**src/rtl/wb_retire.sv**
```systemverilog
// In-order write-back/retire queue sharing one register-file write port with a
// higher-priority external writer; also drives scoreboard pops and instret.
module wb_retire #(
  parameter  int XLEN  = 64,
  parameter  int DEPTH = 4,
  parameter  int NSRC  = 3,
  localparam int SELW  = (NSRC > 1) ? $clog2(NSRC) : 1,
  localparam int PW    = $clog2(DEPTH),
  localparam int CW    = PW + 1
) (
  input  logic                 clk,
  input  logic                 rst,
  input  logic                 in_valid,
  output logic                 in_ready,
  input  logic [XLEN-1:0]      in_pc,
  input  logic [31:0]          in_inst,
  input  logic                 in_regwr,
  input  logic [SELW-1:0]      in_regsrc,
  input  logic [NSRC*XLEN-1:0] in_srcdata,
  input  logic                 flush,
  input  logic                 ext_wen,
  input  logic [4:0]           ext_waddr,
  input  logic [XLEN-1:0]      ext_wdata,
  output logic                 rf_wen,
  output logic [4:0]           rf_waddr,
  output logic [XLEN-1:0]      rf_wdata,
  output logic                 witf_pop_en,
  output logic                 retire_valid,
  output logic [XLEN-1:0]      retire_pc,
  output logic [31:0]          retire_inst,
  output logic [63:0]          instret,
  output logic [CW-1:0]        q_count
);

  logic [XLEN-1:0] r_pc    [DEPTH];
  logic [31:0]     r_inst  [DEPTH];
  logic [XLEN-1:0] r_wdata [DEPTH];
  logic            r_wen   [DEPTH];
  logic [PW-1:0]   r_wptr;
  logic [PW-1:0]   r_rptr;
  logic [CW-1:0]   r_count;
  logic [63:0]     r_instret;

  logic            w_full;
  logic            w_empty;
  logic            w_enq;
  logic            w_deq;
  logic            w_head_wen;
  logic            w_ext_ok;
  logic [4:0]      w_rd;
  logic            w_in_wen;
  logic [XLEN-1:0] w_sel_data;

  assign w_full     = (r_count == CW'(DEPTH));
  assign w_empty    = (r_count == '0);
  assign w_rd       = in_inst[11:7];
  assign w_in_wen   = in_regwr && (w_rd != 5'd0);
  assign w_head_wen = r_wen[r_rptr];

  assign in_ready   = !rst && !w_full;
  assign w_enq      = in_valid && in_ready && !flush;
  // An external write stalls only a head that also needs the write port.
  assign w_deq      = !rst && !w_empty && !flush && (!w_head_wen || !ext_wen);
  assign w_ext_ok   = !rst && ext_wen && (ext_waddr != 5'd0);

  // Source-slice select; out-of-range selectors fall back to slice 0.
  always_comb begin
    w_sel_data = in_srcdata[XLEN-1:0];
    for (int k = 0; k < NSRC; k++) begin
      if (in_regsrc == SELW'(k)) begin
        w_sel_data = in_srcdata[k*XLEN +: XLEN];
      end else begin
        w_sel_data = w_sel_data;
      end
    end
  end

  // Pointer, occupancy, write-enable flags and retired-instruction counter.
  always_ff @(posedge clk) begin
    if (rst) begin
      r_wptr    <= '0;
      r_rptr    <= '0;
      r_count   <= '0;
      r_instret <= 64'd0;
      for (int i = 0; i < DEPTH; i++) r_wen[i] <= 1'b0;
    end else if (flush) begin
      r_wptr  <= '0;
      r_rptr  <= '0;
      r_count <= '0;
    end else begin
      if (w_enq) begin
        r_wen[r_wptr] <= w_in_wen;
        r_wptr        <= r_wptr + PW'(1);
      end
      if (w_deq) begin
        r_rptr    <= r_rptr + PW'(1);
        r_instret <= r_instret + 64'd1;
      end
      case ({w_enq, w_deq})
        2'b10:   r_count <= r_count + CW'(1);
        2'b01:   r_count <= r_count - CW'(1);
        default: r_count <= r_count;
      endcase
    end
  end

  // Entry payload storage; contents are qualified by the pointers/flags above.
  always_ff @(posedge clk) begin
    if (w_enq) begin
      r_pc[r_wptr]    <= in_pc;
      r_inst[r_wptr]  <= in_inst;
      r_wdata[r_wptr] <= w_sel_data;
    end
  end

  // Shared write-port mux and retire outputs.
  always_comb begin
    rf_wen       = 1'b0;
    rf_waddr     = 5'd0;
    rf_wdata     = '0;
    retire_valid = w_deq;
    witf_pop_en  = w_deq && w_head_wen;
    retire_pc    = '0;
    retire_inst  = 32'd0;
    if (w_ext_ok) begin
      rf_wen   = 1'b1;
      rf_waddr = ext_waddr;
      rf_wdata = ext_wdata;
    end else if (w_deq && w_head_wen) begin
      rf_wen   = 1'b1;
      rf_waddr = r_inst[r_rptr][11:7];
      rf_wdata = r_wdata[r_rptr];
    end else begin
      rf_wen = 1'b0;
    end
    if (w_deq) begin
      retire_pc   = r_pc[r_rptr];
      retire_inst = r_inst[r_rptr];
    end else begin
      retire_pc   = '0;
      retire_inst = 32'd0;
    end
  end

  assign instret = r_instret;
  assign q_count = r_count;

endmodule

```
**config.mk**
```make
export PLATFORM = sky130hd
export DESIGN_NAME = wb_retire
export DESIGN_NICKNAME = d
export VERILOG_FILES = /design/src/rtl/wb_retire.sv
export SDC_FILE = /design/constraint.sdc
export NUM_CORES = 1
export LEC_CHECK = 0
export CAP_MARGIN = 10
export CORE_UTILIZATION = 33
export CTS_BUF_LIST = sky130_fd_sc_hd__clkbuf_8
export CTS_CLUSTER_DIAMETER = 200
export CTS_CLUSTER_SIZE = 10
export DETAILED_ROUTE_END_ITERATION = 8
export REMOVE_ABC_BUFFERS = 1
export SYNTH_ARGS = -nofsm -noshare
export SYNTH_HDL_FRONTEND = slang
export SYNTH_SLANG_ARGS = --single-unit
```
**constraint.sdc**
```tcl
create_clock -name clk -period 13.6 [get_ports clk]
set_clock_uncertainty 0.1 [all_clocks]
set_input_delay 4.08 -clock clk [delete_from_list [all_inputs] [get_ports clk]]
set_output_delay 4.08 -clock clk [all_outputs]
set_load 0.005 [all_outputs]
```
==> run metrics, run 1 <==
status completed; busiest grt layer met2; number of I/O pins 601; Critical Path Max Stage Delay 0.73 ns; CP max-delay cell and2_4; min Tclk post-route about 12 ns; r2r setup slk slightly below 10 ns; first-pass iteration count of the detailed router 5; setup TNS 0 ns; RSZ-0062 raised after global routing false; mapped cell area roughly 30000 um^2; worst min path class reg2reg; layout cells sized above 1 0.124; gr usage total 0.170; Post-Syn Instances between 1.5k and 2k; Final setup viols 0; Critical Path RT around 9.4 ns; grt met1 use 0.202; cells along the critical path clkdlybuf4s50_1, nand2_1, o211ai_1, nor2_1, and2_4, a22o_1, clkdlybuf4s50_1; asr flop ratio synth 0; vias in the first global route approximately 19k; setup bufs post-CTS 0; hold_buf cts 0; synth top area cells edfxtp_1 64%, mux4_2 12%, dfxtp_1 4.8%; critical path startpoint category input pin; routed vias/inst about 5.2; worst hold start instret[63]; clock latency on the worst-skew pair just under 0.7 ns; final hold vios 0; antenna-violating nets left 0; CP most frequent cell clkdlybuf4s50_1; Pwr Total 4.00 mW; M3 GR Usage 0.0393; pwr/cell area roughly 100 nW/um^2; core area ~90000 um^2; WL per Instance 22.5 um; Clock Sinks ~720; pre-CTS setup slack between 2 and 2.5 ns; Synth warnings 0; WP data arrival 7.42 ns; Initial Utilization 0.335; Die ar. 93200 um^2; Max-slew headroom 0.270; Buf/Inv on CP 2; VDD IR max 0.0503 mV; DIE WIDTH just over 300 um; RR Endpoint q_count[2]; EDFF count, synth ~640; Yosys top cell by area edfxtp_1; Max Slew Vio Count 0; hold path cells 2; Netlist cell types 45; met2 Resource Use GR 0.301; CTS Buf Count 81; max_cap viols 0; CTS tree built; cell family with most CP delay simple AND/OR/NAND/NOR gates; GRT Residual Overflow 0; Min Hold Slack around 0.38 ns; Total Nets Final about 2.8k; Post-synth top flop edfxtp_1; H-tree Lvls 3; RD Place Congestion between 0.8 and 0.9; P_leak between 10 and 15 nW; R2R cell count 9; measured slew at the worst slew-check pin 1.09 ns; initial DRC count between 1k and 1.5k; largest net degree at the start of global routing 121; post-CTS sizing 0; IO Port Bufs 600; Clock transition at path regs around 0.080 ns; CTS max path bufs 3; Synth Area per Inst 16.7 um^2; drc violations 0; Die Y-Extent between 300 and 400 um; Setup CP Type in2out; row count 110; post-synthesis to final-layout area growth 27.6%; Worst Hold End instret[63]; Post-synth top cells 644 x edfxtp_1, 160 x mux4_2, 106 x and3_1; crit path max fanout 66; Clock Tree Root clkbuf_8; top cell type's share of synthesized area 0.637; via count 18.8k; Seq/Total Area, Yosys 0.686; first-pass GRT wire length 119000 um; synthesized flop and latch total just over 700; initial antenna violation count 11; count leader, synth edfxtp_1; post-route setup slack 2.00 ns; drt total wl 80500 um; post-route clock period utilization 0.853; DPL Wire Length slightly above 50000 um; CP Capture Type output port; Max Fclk roughly 86 MHz
metal layers:
metal  share of wire  wire length, um  vias to the layer above
met5          0.0011               92                        -
met4           0.026             2130                       12
met3           0.065             5200                      129
met2            0.51            41200                      644
met1            0.40            31900                     9468
li1                -                -                     8521
layout by cell type, fill, tap and decap left out, types with 7 or more instances in the layout:
cell and instances:
nor4_1 18, a22o_1 69, a211oi_1 64, or3_1 7, or4_1 38, inv_1 24
nand4_1 28, nor2b_1 71, nor3_1 10, nand2_1 31, xnor2_1 14, nand3_1 25
clkbuf_8 83, nor2_1 43, xor2_1 9, and3_1 106, buf_4 23, mux4_2 160
clkdlybuf4s50_1 597, mux2i_1 67, dfxtp_1 71, a21oi_1 104, edfxtp_1 644, o31ai_1 33
area by class of cell:
class | instances | area (um^2)
fillers | 8138 | 51800
inverters | 13 | 48.8
well taps | 1176 | 1470
diodes | 5 | 12.5
flip-flops and latches | 717 | 20800
clock inverters | 14 | 65.1
multi-input cells | 951 | 9010
repair buffers | 622 | 6160
clock buffers | 83 | 1140
report_power, final:
group | leakage (nW) | total [mW] | switching, mW | internal [mW]
sequential | 6.41 | 2.44 | 0.00499 | 2.43
clock | 0.665 | 1.27 | 0.724 | 0.549
combinational | 5.17 | 0.286 | 0.127 | 0.159
total | 12.2 | 4.00 | 0.856 | 3.14
worst max path at each step:
stage               depth (start not counted)           end  startpoint  slack (ns)
floorplan                                   5   rf_wdata[0]   flip-flop        0.23
global placement                            7        rf_wen     ext_wen        2.16
detailed placement                          7  rf_wdata[39]     ext_wen        2.05
CTS                                         7  rf_wdata[39]     ext_wen        2.03
global route                                7  rf_wdata[39]     ext_wen        1.78
finish                                      7  rf_wdata[39]     ext_wen        2.00
sequential cells by signal (all words and copies together), names as in the netlist, named ones only:
signal	cells
q_count	3
r_wptr	2
instret	64
r_wen	4
r_pc	256
r_rptr	2
r_inst	128
r_wdata	256
per-stage QoR:
step / instances / cell area, um^2 / utilization
after floorplan: 1681 / 29800 / -
after global placement: 3479 / 37500 / 0.414
after detailed placement: 3479 / 37500 / 0.414
after CTS: 3576 / 38700 / 0.427
after global routing: 3580 / 38700 / 0.428
final: 3581 / 38700 / 0.428
worst reg2reg max path, cell delays in order, from the launching register on:
cell	delay [ns]
dfxtp_4	0.93
mux2i_1	0.41
o211ai_1	0.44
nor2_1	0.55
ha_1	0.30
inv_1	0.07
fa_1	0.38
xor2_1	0.16
or3_1	0.32
a21oi_1	0.15
logic make-up (layout without fill, tap and decap cells):
group,count (synthesis),after routing,share of synthesized area
compound gates,289,289,0.0656
xor+xnor,23,23,0.00664
fa+ha+maj,7,7,0.00313
buf+inv,145,732,0.0187
flops,717,717,0.686
mux,233,233,0.143
other cells,0,5,0
simple gates,399,399,0.0771
(Power assumes the default switching activity.)
==> run 2, diff against run 1 <==
--- a/config.mk
+++ b/config.mk
@@ -6,6 +6,7 @@
 export NUM_CORES = 1
 export LEC_CHECK = 0
 export CAP_MARGIN = 10
+export CORE_ASPECT_RATIO = 1.1
 export CORE_UTILIZATION = 33
 export CTS_BUF_LIST = sky130_fd_sc_hd__clkbuf_8
 export CTS_CLUSTER_DIAMETER = 200
==> run 2 against run 1 <==
Via count is 0.52% higher; flip-flop and latch count did not move; maximum frequency is 4.5% lower; worst hold slack gained 0.0087 ns; sequential share of layout area shrank 0.11 points; power up 0.39%; cell area grew 0.20%; critical path depth rose by 1; combinational power hardly changed; first-iteration DRC count fell by 18%; cell count barely moved; critical path type unchanged.
==> run metrics, run 2 (synthesis results as in run 1) <==
IO Port Bufs 600 (unchanged); first-pass GRT wire length 124000 um (+3.8%); WL met1 32700 um (+2.5%); Die Y-Extent 320 um (+4.8%); Buf/Inv on CP 3 (+1); status completed; cell family with most CP delay simple AND/OR/NAND/NOR gates; Setup CP Type in2out; worst hold start instret[63]; R2R cell count 9 (unchanged); RR Endpoint q_count[2]; post-CTS sizing 0 (unchanged); Max Used Layer met5; number of I/O pins 601 (unchanged); min Tclk post-route 12.15 ns (+0.549 ns); pre-CTS setup slack 1.40 ns (-0.648 ns); critical path startpoint category input pin; Max Slew Vio Count 0 (unchanged); leading registers by flop count r_pc x256, r_wdata x256, r_inst x128; Worst Hold End instret[63]; gr usage total 0.177 (+0.00720); Final setup viols 0 (unchanged); CTS Buf Count 81 (unchanged); hold path cells 2 (unchanged); met3 wire len 5350 um (+2.8%); core area 91000 um^2 (+0.49%); Max Fclk 82.3 MHz (-4.5%); VDD IR max 0.0593 mV (+18%); Max-slew headroom 0.230 (-0.0401); Clock transition at path regs 0.08 ns (about the same); cells along the critical path clkdlybuf4s50_1, nand2_1, o211ai_1, nor2_1, and2_2, buf_4, a22o_1, clkdlybuf4s50_1; worst min path class reg2reg; Met2 Routed Length 43700 um (+6.1%); hold_buf cts 0 (unchanged); Critical Path RT 9.42 ns (about the same); GRT Residual Overflow 0 (unchanged); DPL Wire Length 54200 um (+4.5%); pwr/cell area 103 nW/um^2 (+0.18%); initial antenna violation count 15 (+4); CP Depth 8 (+1); clock latency on the worst-skew pair 0.71 ns (+0.03 ns); commonest non-fill, non-tap cell in the layout edfxtp_1; final hold vios 0 (unchanged); RSZ-0062 raised after global routing false; RD Place Congestion 0.801 (-8.7%); drt total wl 83700 um (+3.9%); H-tree Lvls 3 (unchanged); first-pass iteration count of the detailed router 5 (unchanged); CP most frequent cell clkdlybuf4s50_1; crit path max fanout 42 (-36%); DIE WIDTH 291 um (-4.6%); setup bufs post-CTS 0 (unchanged); Die ar. 93200 um^2 (about the same); via count 18.9k (+0.52%); post-synthesis to final-layout area growth 27.9%; Clock Tree Root clkbuf_8; drc violations 0 (unchanged); row count 116 (+5.5%); antenna-violating nets left 0 (unchanged); max_cap viols 0 (unchanged); CTS max path bufs 3 (unchanged); layout cells sized above 1 0.124 (unchanged); most frequent cells in the layout 644 x edfxtp_1, 597 x clkdlybuf4s50_1, 160 x mux4_2; post-route setup slack 1.45 ns (-0.549 ns); CTS tree built; P_leak 12.3 nW (+0.12%); largest net degree at the start of global routing 119 (-1.7%); initial DRC count 908 (-18%); routed vias/inst 5.27 (+0.47%); CP Capture Type output port; measured slew at the worst slew-check pin 1.15 ns (+0.0596 ns); Total Nets Final 2755 (-0.11%); WL per Instance 23.3 um (+3.9%); WP data arrival 7.97 ns (+0.55 ns); r2r setup slk 9.40 ns (-0.33 ns); Initial Utilization 0.333 (-0.00162); post-route clock period utilization 0.893 (+0.0403); Critical Path Max Stage Delay 1.01 ns (+0.28 ns); setup TNS 0 ns (unchanged); vias in the first global route 19.7k (+2.3%); Clock Sinks 717 (unchanged); CP max-delay cell and2_2
run 2: final cells by class:
type	instances	area (um^2)
diodes	3	7.51
clock buffers	84	1160
clock inverters	16	85.1
fillers	8042	52200
inverters	13	48.8
multi-input cells	951	9000
flip-flops and latches	717	20800
well taps	1180	1480
repair buffers	619	6220
run 2: metrics by stage:
stage                     std cells  power (mW)  instance area [um^2]  utilization  hold slack (ns)
after floorplan                1681        2.58                 29800            -            0.362
after global placement         3480        2.77                 37600        0.413            0.364
after detailed placement       3480        2.78                 37600        0.413            0.372
after CTS                      3580        4.07                 38800        0.426            0.384
after global routing           3581        4.16                 38800        0.426            0.435
final                          3583        4.01                 38800        0.426            0.390
run 2: how the worst max path moves through the flow:
stage               from           end  slack, ns
4_1_cts            flush  rf_wdata[40]       1.39
2_1_floorplan  flip-flop   rf_wdata[0]       0.23
3_3_place_gp       flush        rf_wen       1.51
5_1_grt            flush  rf_wdata[40]       1.13
3_5_place_dp       flush  rf_wdata[40]       1.40
6_report         ext_wen  rf_wdata[40]       1.45
run 2: per-layer routing:
| layer | track usage | vias up |
|---|---|---|
| met1 | 0.212 | 9582 |
| met3 | 0.0393 | 108 |
| li1 | - | 8499 |
| met4 | 0.0513 | 22 |
| met2 | 0.316 | 661 |
| met5 | 0 | - |
run 2: worst register-to-register path, cell delays in order, from the launching register on:
cell and delay, ns:
dfxtp_4 1.03, mux2i_1 0.50, o211ai_1 0.46, nor2_1 0.67, ha_1 0.31, inv_1 0.06, fa_1 0.37, xor2_1 0.17
or3_1 0.31, a21oi_1 0.17
run 2: report_power, final:
part | leakage [nW] | total, mW | internal (mW) | switching, mW
sequential | 6.41 | 2.44 | 2.43 | 0.00505
clock | 0.683 | 1.29 | 0.558 | 0.727
combinational | 5.17 | 0.289 | 0.160 | 0.129
total | 12.3 | 4.01 | 3.15 | 0.861
==> run 3, diff against run 2 <==
--- a/config.mk
+++ b/config.mk
@@ -7,11 +7,12 @@
 export LEC_CHECK = 0
 export CAP_MARGIN = 10
 export CORE_ASPECT_RATIO = 1.1
-export CORE_UTILIZATION = 33
+export CORE_UTILIZATION = 55
 export CTS_BUF_LIST = sky130_fd_sc_hd__clkbuf_8
-export CTS_CLUSTER_DIAMETER = 200
+export CTS_CLUSTER_DIAMETER = 50
 export CTS_CLUSTER_SIZE = 10
 export DETAILED_ROUTE_END_ITERATION = 8
+export PLACE_DENSITY = 0.84
 export REMOVE_ABC_BUFFERS = 1
 export SYNTH_ARGS = -nofsm -noshare
 export SYNTH_HDL_FRONTEND = slang
==> run 3 against run 2 <==
First-iteration DRC count is 91% higher; sequential share of layout area is 0.71 points higher; count of clock-buffer cells in the layout increased by 1; power rose by 0.20%; sequential power about the same; core utilization up 28 points; non-clock buffer count increased by 2; via count increased by 2.3%; critical path depth stayed put; worst hold slack better by 0.0040 ns; flip-flop and latch count stayed put; worst setup slack improved by 0.55 ns; critical path type unchanged; highest routed layer unchanged.
==> run metrics, run 3 (synthesis results as in run 1) <==
status completed; Max-slew headroom 0.284 (+0.0538); CP max-delay cell buf_4; Final setup viols 0 (unchanged); routed vias/inst 6.12 (+16%); VDD IR max 0.0690 mV (+16%); Worst Hold End instret[63]; min Tclk post-route 11.59 ns (-0.554 ns); max_cap viols 0 (unchanged); gr usage total 0.275 (+0.0979); CTS Buf Count 82 (+1.2%); pre-CTS setup slack 2.06 ns (+0.663 ns); RR Endpoint instret[61]; Setup CP Type in2out; RD Place Congestion 0.908 (+13%); Buf/Inv on CP 3 (unchanged); Min Hold Slack 0.394 ns (+0.00401 ns); row count 89 (-23%); most frequent cells in the layout 644 x edfxtp_1, 597 x clkdlybuf4s50_1, 160 x mux4_2; final hold vios 0 (unchanged); first-pass iteration count of the detailed router 5 (unchanged); Clock Tree Root clkbuf_8; crit path from flush; cell area after layout 38300 um^2 (-1.3%); first-pass GRT wire length 113000 um (-8.8%); Die Y-Extent 248 um (-22%); P_leak 12.3 nW (+0.51%); r2r setup slk 9.92 ns (+0.52 ns); WL per Instance 24.7 um (+5.6%); CTS tree built; Die ar. 56100 um^2 (-40%); post-CTS sizing 0 (unchanged); commonest non-fill, non-tap cell in the layout edfxtp_1; CTS max path bufs 3 (unchanged); number of I/O pins 601 (unchanged); post-route clock period utilization 0.852 (-0.0408); post-synthesis to final-layout area growth 26.2%; measured slew at the worst slew-check pin 1.07 ns (-0.0719 ns); initial antenna violation count 13 (-2); Critical Path Max Stage Delay 0.60 ns (-0.41 ns); clock latency on the worst-skew pair 0.65 ns (-0.06 ns); vias in the first global route 19.0k (-3.4%); Critical Path RT 9.42 ns (about the same); R2R cell count 6 (-3); cell family with most CP delay buffers and inverters; crit path max fanout 66 (+57%); drt total wl 77800 um (-7.0%); Clock transition at path regs 0.07 ns (about the same); core area 54000 um^2 (-41%); GRT Residual Overflow 0 (unchanged); CP Capture Type output port; cells along the critical path clkdlybuf4s50_1, nor2_1, o211ai_1, nor2_1, and2_2, buf_4, a22o_1, clkdlybuf4s50_1; hold path cells 2 (unchanged); hold_buf cts 0 (unchanged); layout cells sized above 1 0.125 (+0.00130); drc violations 0 (unchanged); leading registers by flop count r_pc x256, r_wdata x256, r_inst x128; RSZ-0062 raised after global routing false; DPL Wire Length 52900 um (-2.4%); setup bufs post-CTS 0 (unchanged); post-route setup slack 2.01 ns (+0.554 ns); Initial Utilization 0.562 (+0.228); Max Slew Vio Count 0 (unchanged); setup TNS 0 ns (unchanged); IO Port Bufs 600 (unchanged); Pwr Total 4.02 mW (+0.20%); antenna-violating nets left 0 (unchanged); via count 19.3k (+2.3%); DIE WIDTH 226 um (-22%); worst min path class reg2reg; critical path startpoint category input pin; placed cell area 36900 um^2 (-1.6%); H-tree Lvls 3 (unchanged); WP data arrival 7.41 ns (-0.56 ns); Max Fclk 86.3 MHz (+4.8%); Clock Sinks 717 (unchanged); largest net degree at the start of global routing 120 (+0.84%); initial DRC count 1736 (+91%); worst hold start instret[63]; pwr/cell area 105 nW/um^2 (+1.5%); Total Nets Final 2758 (+0.11%)
run 3: changes by cell type in the layout (fill, tap and decap cells not counted), sizes merged:
cell      before  now
clkinvlp       1    3
bufinv         0    1
buf           22   24
inv           27   35
clkinv         1    2
clkbuf        84   85
diode          3   11
run 3: layer usage:
layer,up-vias,GRT usage,share of wire
met1,9621,0.329,0.36
met4,10,0.113,0.035
li1,8544,-,-
met3,136,0.0596,0.077
met2,990,0.483,0.53
met5,-,0,0.00087
run 3: how the worst max path moves through the flow:
stage | cells after the start | slack (ns) | to
2_1_floorplan | 5 | 0.23 | rf_wdata[0]
3_3_place_gp | 8 | 2.19 | rf_wdata[45]
3_5_place_dp | 8 | 2.06 | rf_wdata[33]
4_1_cts | 8 | 2.04 | rf_wdata[33]
5_1_grt | 8 | 1.85 | rf_wdata[33]
6_report | 8 | 2.01 | rf_wdata[33]
run 3: worst register-to-register path, stage by stage (launching register included):
cell and delay (ns):
dfxtp_4 0.67, mux2_4 0.39, nand3_4 0.32, buf_4 0.59, nand4_1 0.65, nor4_1 0.49
mux2_2 0.37
run 3: per-stage QoR:
step | utilization | std cells
5_1_grt | 0.709 | 3150
2_1_floorplan | - | 1681
3_5_place_dp | 0.684 | 3030
4_1_cts | 0.709 | 3143
6_report | 0.709 | 3154
3_3_place_gp | 0.684 | 3030
run 3: area by class of cell:
type / instances / area [um^2]
Antenna cell: 11 / 27.5
Clock buffer: 85 / 1170
Clock inverter: 28 / 156
Fill cell: 3362 / 15700
Inverter: 13 / 48.8
Multi-Input combinational cell: 951 / 9000
Sequential cell: 717 / 20800
Tap cell: 728 / 911
Timing Repair Buffer: 621 / 6170
run 3: power by group:
part           internal, mW  switching [mW]
Sequential             2.43         0.00564
Combinational         0.159           0.131
Clock                 0.588           0.704
